===== config.mk =====
export PLATFORM = sky130hd
export DESIGN_NAME = fwd_sel_reg
export DESIGN_NICKNAME = d
export VERILOG_FILES = /design/src/rtl/fwd_sel_reg.sv
export SDC_FILE = /design/constraint.sdc
export NUM_CORES = 1
export LEC_CHECK = 0
export CAP_MARGIN = 15
export CORE_ASPECT_RATIO = 1.1
export CORE_MARGIN = 1
export CORE_UTILIZATION = 42
export DETAILED_ROUTE_END_ITERATION = 10
export GPL_TIMING_DRIVEN = 0
export MAX_ROUTING_LAYER = met4
export PLACE_DENSITY = 0.85
export SLEW_MARGIN = 20
export SYNTH_ARGS = -nofsm -noshare
export SYNTH_HDL_FRONTEND = slang
export SYNTH_SLANG_ARGS = --single-unit
export TNS_END_PERCENT = 1

===== constraint.sdc =====
create_clock -name clk -period 1.7 [get_ports clk]
set_clock_uncertainty 0.05 [all_clocks]
set_input_delay 0.17 -clock clk [delete_from_list [all_inputs] [get_ports clk]]
set_output_delay 0.17 -clock clk [all_outputs]
set_load 0.02 [all_outputs]

===== src/rtl/fwd_sel_reg.sv =====
// Registered N-way operand forwarding selector with stall hold buffer.
// Flags and counts multi-hot selects; one instance per read port.
module fwd_sel_reg #(
  parameter int WIDTH = 32,
  parameter int NSRC  = 6
) (
  input  logic                  clk,
  input  logic                  resetn,
  input  logic [NSRC*WIDTH-1:0] srcs_i,
  input  logic [NSRC-2:0]       sel_i,
  input  logic                  in_valid_i,
  input  logic                  stall_i,
  input  logic                  flush_i,
  output logic [WIDTH-1:0]      out_data_o,
  output logic                  out_valid_o,
  output logic                  hold_active_o,
  output logic                  sel_err_o,
  output logic [7:0]            err_cnt_o
);

  logic [WIDTH-1:0] src0;
  logic [WIDTH-1:0] pick_one;
  logic [WIDTH-1:0] pick;
  logic [4:0]       hot_cnt;
  logic             multi_hot;
  logic             bad_sel;
  logic [WIDTH-1:0] hold_data;

  assign src0 = srcs_i[WIDTH-1:0];

  // sel bit j maps to source NSRC-1-j; MSB picks source 1
  always_comb begin
    pick_one = src0;
    hot_cnt  = '0;
    for (int j = 0; j < NSRC-1; j++) begin
      if (sel_i[j]) begin
        hot_cnt  = hot_cnt + 5'd1;
        pick_one = srcs_i[(NSRC-1-j)*WIDTH +: WIDTH];
      end
    end
  end

  assign multi_hot = (hot_cnt > 5'd1);
  assign pick      = (hot_cnt == 5'd1) ? pick_one : src0;
  assign bad_sel   = multi_hot & in_valid_i & ~flush_i;

  always_ff @(posedge clk or negedge resetn) begin
    if (!resetn) begin
      sel_err_o <= 1'b0;
      err_cnt_o <= '0;
    end else begin
      sel_err_o <= bad_sel;
      if (bad_sel && err_cnt_o != 8'hff)
        err_cnt_o <= err_cnt_o + 8'd1;
    end
  end

  always_ff @(posedge clk or negedge resetn) begin
    if (!resetn) begin
      out_data_o    <= '0;
      out_valid_o   <= 1'b0;
      hold_active_o <= 1'b0;
      hold_data     <= '0;
    end else if (flush_i) begin
      out_data_o    <= '0;
      out_valid_o   <= 1'b0;
      hold_active_o <= 1'b0;
      hold_data     <= '0;
    end else if (stall_i) begin
      // first capture wins until the stall releases
      if (!hold_active_o && in_valid_i) begin
        hold_data     <= pick;
        hold_active_o <= 1'b1;
      end
    end else if (hold_active_o) begin
      out_data_o    <= hold_data;
      out_valid_o   <= 1'b1;
      hold_active_o <= 1'b0;
    end else begin
      out_data_o  <= pick;
      out_valid_o <= in_valid_i;
    end
  end

endmodule

# After elaboration in Yosys (flattened, before gate mapping)
# Index checks and enable logic that the tools add are counted.
[word_totals]
reg_bits = 75
in_bits = 202
output_inout_bits = 43
elab_cells = 48
[op_classes]
n_addsub = 5
n_lt_le_gt_ge = 1
n_eq_ne = 4
n_mux = 23
n_bitwise = 3
reduce_logical = 6
[op_table]
columns = ["operator", "n"]
rows = [
  ["32-bit two-way mux", 12],
  ["5-bit by 1-bit adder with 5-bit output, second input constant", 4],
  ["5-bit two-way mux", 4],
  ["8-bit by 1-bit adder with 8-bit output, second input constant", 1],
  ["8-bit != test, second input constant", 1],
  ["1-bit two-way mux", 7],
  ["5-bit by 1-bit == test with 1-bit output, second input constant", 1],
  ["5-bit by 1-bit greater-than comparator with 1-bit output, second input constant", 1],
  ["2-bit nonzero test", 2],
  ["3-bit by 1-bit != test with 1-bit output, second input constant", 1],
  ["1-bit bitwise AND", 2],
  ["1-bit logical AND", 2],
  ["2-bit by 1-bit != test with 1-bit output, second input constant", 1],
  ["2-bit AND reduction", 1],
  ["1-bit zero test", 1],
  ["1-bit NOT", 1],
]

# Depth between registers and ports, before layout
[depth]
word_depth = 14
depth_mapped = 14
ltp_nobuf = 11

# Worst setup path after synthesis
# OpenSTA, ideal clock, no wires.
[synth_path]
path_kind = "input-to-reg"
startpoint = "input sel_i[0]"
endpoint = "register err_cnt_o[1]"
setup_ns = 0.125
t_arrival_ns = 2.852
t_required_ns = 1.525
path_slack_ns = -1.327
cell_stages = 13
path_buffers = 2
path_cell_list = "clkbuf_1 -> buf_2 -> inv_1 -> ha_1 -> xnor2_1 -> inv_1 -> ha_1 -> nand2b_1 -> o31ai_1 -> o21a_1 -> o211ai_4 -> nand3_4 -> mux2_4"
[synth_via]
elab_chain_cells = 13
[synth_rtl]
columns = ["element", "line_no", "source"]
rows = [
  ["start, declared", "10", "input logic [NSRC-2:0] sel_i,"],
  ["1-bit two-way mux *", "36", "if (sel_i[j]) begin"],
  ["5-bit by 1-bit adder with 5-bit output", "37", "hot_cnt = hot_cnt + 5'd1;"],
  ["5-bit two-way mux *", "36", ""],
  ["5-bit by 1-bit adder with 5-bit output", "37", ""],
  ["5-bit two-way mux *", "36", ""],
  ["5-bit by 1-bit adder with 5-bit output", "37", ""],
  ["5-bit two-way mux *", "36", ""],
  ["5-bit by 1-bit adder with 5-bit output", "37", ""],
  ["5-bit two-way mux *", "36", ""],
  ["5-bit by 1-bit greater-than comparator with 1-bit output *", "43", "assign multi_hot = (hot_cnt > 5'd1);"],
  ["1-bit bitwise AND * (2 in series)", "45", "assign bad_sel = multi_hot & in_valid_i & ~flush_i;"],
  ["1-bit logical AND *", "53", "if (bad_sel && err_cnt_o != 8'hff)"],
  ["end signal, assigned", "54", "err_cnt_o <= err_cnt_o + 8'd1;"],
  ["end, declared", "18", "output logic [7:0] err_cnt_o"],
]
# Mark *: on every way between the ends. The rest lies on a longest branch, timed or not.
# A chain may end at the register's enable or synchronous reset.

# Worst setup path in the final report
[layout_path]
startpoint = "input sel_i[0]"
endpoint = "register out_data_o[22]"
[layout_via]
elab_chain_cells = 14
[layout_rtl]
columns = ["element", "line_no", "source"]
rows = [
  ["1-bit two-way mux", "36", ""],
  ["5-bit by 1-bit adder with 5-bit output", "37", ""],
  ["5-bit two-way mux", "36", ""],
  ["5-bit by 1-bit adder with 5-bit output", "37", ""],
  ["5-bit two-way mux", "36", ""],
  ["5-bit by 1-bit adder with 5-bit output", "37", ""],
  ["5-bit two-way mux", "36", ""],
  ["5-bit by 1-bit adder with 5-bit output", "37", ""],
  ["5-bit two-way mux", "36", ""],
  ["5-bit by 1-bit == test with 1-bit output", "44", "assign pick = (hot_cnt == 5'd1) ? pick_one : src0;"],
  ["32-bit two-way mux *", "44", ""],
  ["32-bit two-way mux *", "75", "end else if (hold_active_o) begin"],
  ["32-bit two-way mux *", "69", "end else if (stall_i) begin"],
  ["32-bit two-way mux *", "64", "end else if (flush_i) begin"],
  ["end signal, assigned", "76", "out_data_o <= hold_data;"],
  ["end signal, assigned", "80", "out_data_o <= pick;"],
  ["end, declared", "14", "output logic [WIDTH-1:0] out_data_o,"],
]
# Mark *: on every way between the ends. The rest lies on a longest branch, timed or not. The select of a mux whose other input is x is not followed.

==> out/results.tsv <==
metric	value	unit
Area contributors post-synth	dfrtp_1 37%, mux2i_1 13%, a21oi_1 6.8%	
Total Routing Usage GR	0.327	
H-tree levels	3	
Syn-to-layout area delta	74.2	%
fillers	822	
maximum VDD drop	0.556	mV
clk root buf	clkbuf_16	
Routed met3 length	1190	um
worst skew pair latency	0.33	ns
Int Power	4550	uW
io pins	245	
register area share after synthesis	0.373	
cell taking the most area after synthesis	dfrtp_1	
met2 wire len	10400	um
Core ar.	11600	um2
storage element area	1880	um2
Slew @ Worst Pin	0.760	ns
port bufs	244	
Cell Area, Placed	7780	um2
Final Cycle Share	1.37	
Comb pwr share	0.394	
Finished Cell Area	8770	um2
Hold Vio Cnt, Final	0	
Hold Path Class	in2async	
number of synthesized register bits	75	
Max Used Layer	met4	
Core Rows	41	
vias per inst	6.00	
clock-pin transition on the worst setup and hold timing paths	0.06	ns
Critical Path End Type	flip-flop	
die area	12400	um2
startpoint types	input port	
Psw	2040	uW
clock tree buffer depth	2	
Worst Path Required	1.85	ns
sequential power share	0.320	
Post-Syn Area	5030	um2
top cell type's share of synthesized area	0.373	
Final min period	2.34	ns
share of cells above drive strength 1	0.123	
DR iter-0 viols	468	
dpl ws	-1.96	ns
commonest non-fill, non-tap cells in the layout	239 x clkdlybuf4s50_1, 75 x dfrtp_1, 67 x a21oi_1	
average wire per standard cell	20.3	um
Die Width	106	um
Routed WL	20000	um
largest net degree at the start of global routing	53	
post-detailed-route count of antenna-violating nets	0	
area taken by multi-input logic gates	3420	um2
switching share of power	0.310	
routability congestion estimate	0.879	
Slew headroom	0.493	
failing checks	negative setup slack	
Setup WS post-layout	-0.637	ns
static leakage	0.00341	uW
status	finished, violations left	
cells after synthesis	562	
Max Clock Freq	428	MHz
diodes inserted	0	
global-route wire length before repair	30400	um
RSZ-0062 raised after global routing	yes	
reg2reg path depth	5	
die height	117	um
Post-DP HPWL	14800	um
Setup-failing EPs final	73	
grt total ovfl	0	
class of the most critical setup path	in2reg	
Total Nets Final	1040	
TritonCTS clock tree	yes	
flop-to-flop setup slack	-0.04	ns
Synthesis Warnings	0	
Yosys cell types	42	
clock power share	0.286	
commonest non-fill, non-tap cell in the layout	clkdlybuf4s50_1	
mean area per synthesized cell	8.95	um2
DRT Pass-1 Iters	6	
Final Max Slew Viols	0	
initial antenna violation count	0	
CTS sink cnt	75	
arrival time worst endpoint	2.49	ns
worst-path maximum fanout	5	
syn_nets	770	
DRC viols	0	
Met1 Wirelength	7990	um
TritonCTS Buffers	9	
vias	5920	
initial core utilization	0.434	
Max-Cap Viols	0	
vias in the first global route	5848	
pwr dens	752	nW/um2
## layout make-up
class | count | area share
clock inverters | 4 | 0.00557
flip-flops and latches | 75 | 0.214
plain buffers | 48 | 0.0338
clock buffers | 12 | 0.0281
inverters | 6 | 0.00371
multi-input cells | 432 | 0.390
well taps | 150 | 0.0214
repair buffers | 260 | 0.303
## critical path, stage by stage
cell and delay, ns:
buf_8 0.11, clkbuf_16 0.14, buf_12 0.12, inv_8 0.04, ha_4 0.21, xnor2_4 0.15, inv_2 0.06, ha_4 0.24
inv_2 0.04, a31oi_1 0.08, a32oi_1 0.22, nand3_2 0.19, buf_6 0.20, buf_12 0.15, mux2i_4 0.24, o21ai_1 0.11
## sequential cells by signal, summed over array words and instances, names as in the netlist
signal         cells
hold_active_o      1
err_cnt_o          8
hold_data         32
sel_err_o          1
out_data_o        32
out_valid_o        1
## synth_stat cells
cell type	instances
o22ai_1	32
buf_2	3
nor2_1	9
buf_1	2
o21a_1	1
a211oi_1	32
a211o_1	1
clkbuf_1	40
and3_1	5
o311a_1	1
a31o_1	1
nand3b_1	1
inv_1	5
nor2b_1	36
nand3_1	2
ha_1	6
a21o_1	1
mux2_4	2
nor3_1	2
o31ai_1	1
or3b_2	1
nor4bb_1	1
nand2_1	39
o21ai_1	64
a21oi_1	68
xnor2_1	9
buf_6	4
inv_2	1
o21ai_0	1
a32oi_1	32
or3_1	1
nand3_2	1
nand2b_1	2
a31oi_1	2
and2b_1	1
mux2i_1	67
dfrtp_1	75
or3b_1	1
o211ai_4	1
nand4_1	6
and2_1	1
nand3_4	1
## timing repair
item	CTS	global route
gates cloned	2	0
buffers inserted	11	1
endpoints found under the setup margin	73	73
pin swaps	21	14
endpoints found under the hold margin	23	0
hold buffers	1	0
resized for setup	106	15
## through the flow
stage	hold slack (ns)	TNS, ns	util	cells	power (uW)
6_report	0.253	-40.15	0.756	987	6590
5_1_grt	0.271	-45.80	0.756	987	6830
3_3_place_gp	0.415	-271.56	0.669	956	4150
2_1_floorplan	-0.176	-44.71	-	562	3130
4_1_cts	0.256	-37.09	0.749	986	6510
3_5_place_dp	0.0476	-130.81	0.671	957	4210
## power groups by stage
stage / Combinational, uW / Clock, uW / Sequential (uW)
floorplan: 874 / 0 / 2250
global placement: 2030 / 0 / 2120
detailed placement: 2080 / 0 / 2130
CTS: 2520 / 1890 / 2100
global route: 2740 / 1960 / 2130
finish: 2600 / 1890 / 2110
## kinds of logic (layout without fill, tap and decap cells)
logic type / Yosys count / after routing / share of synthesized area
AOI/OAI and AO/OA: 238 / 238 / 0.292
xor gates and xnor gates: 9 / 9 / 0.0157
adders and majority gates: 6 / 6 / 0.0149
buffers and inverters: 55 / 330 / 0.0477
DFF: 75 / 75 / 0.373
muxes: 69 / 69 / 0.139
and+or+nand+nor: 110 / 110 / 0.117
## routing by layer
metal  vias to the layer above  track usage
met5                         -            -
met4                         0        0.111
met3                        34       0.0399
met2                       304        0.570
met1                      2898        0.394
li1                       2684            -
## final timing paths
kind                               start              to
min                               resetn  out_data_o[14]
max reg2reg                hold_active_o   hold_data[14]
max                             sel_i[0]  out_data_o[22]
min in group clk           hold_data[13]   hold_data[13]
min reg2reg                hold_data[13]   hold_data[13]
max in group asynchronous         resetn  out_data_o[28]
(Power assumes the default switching activity.)
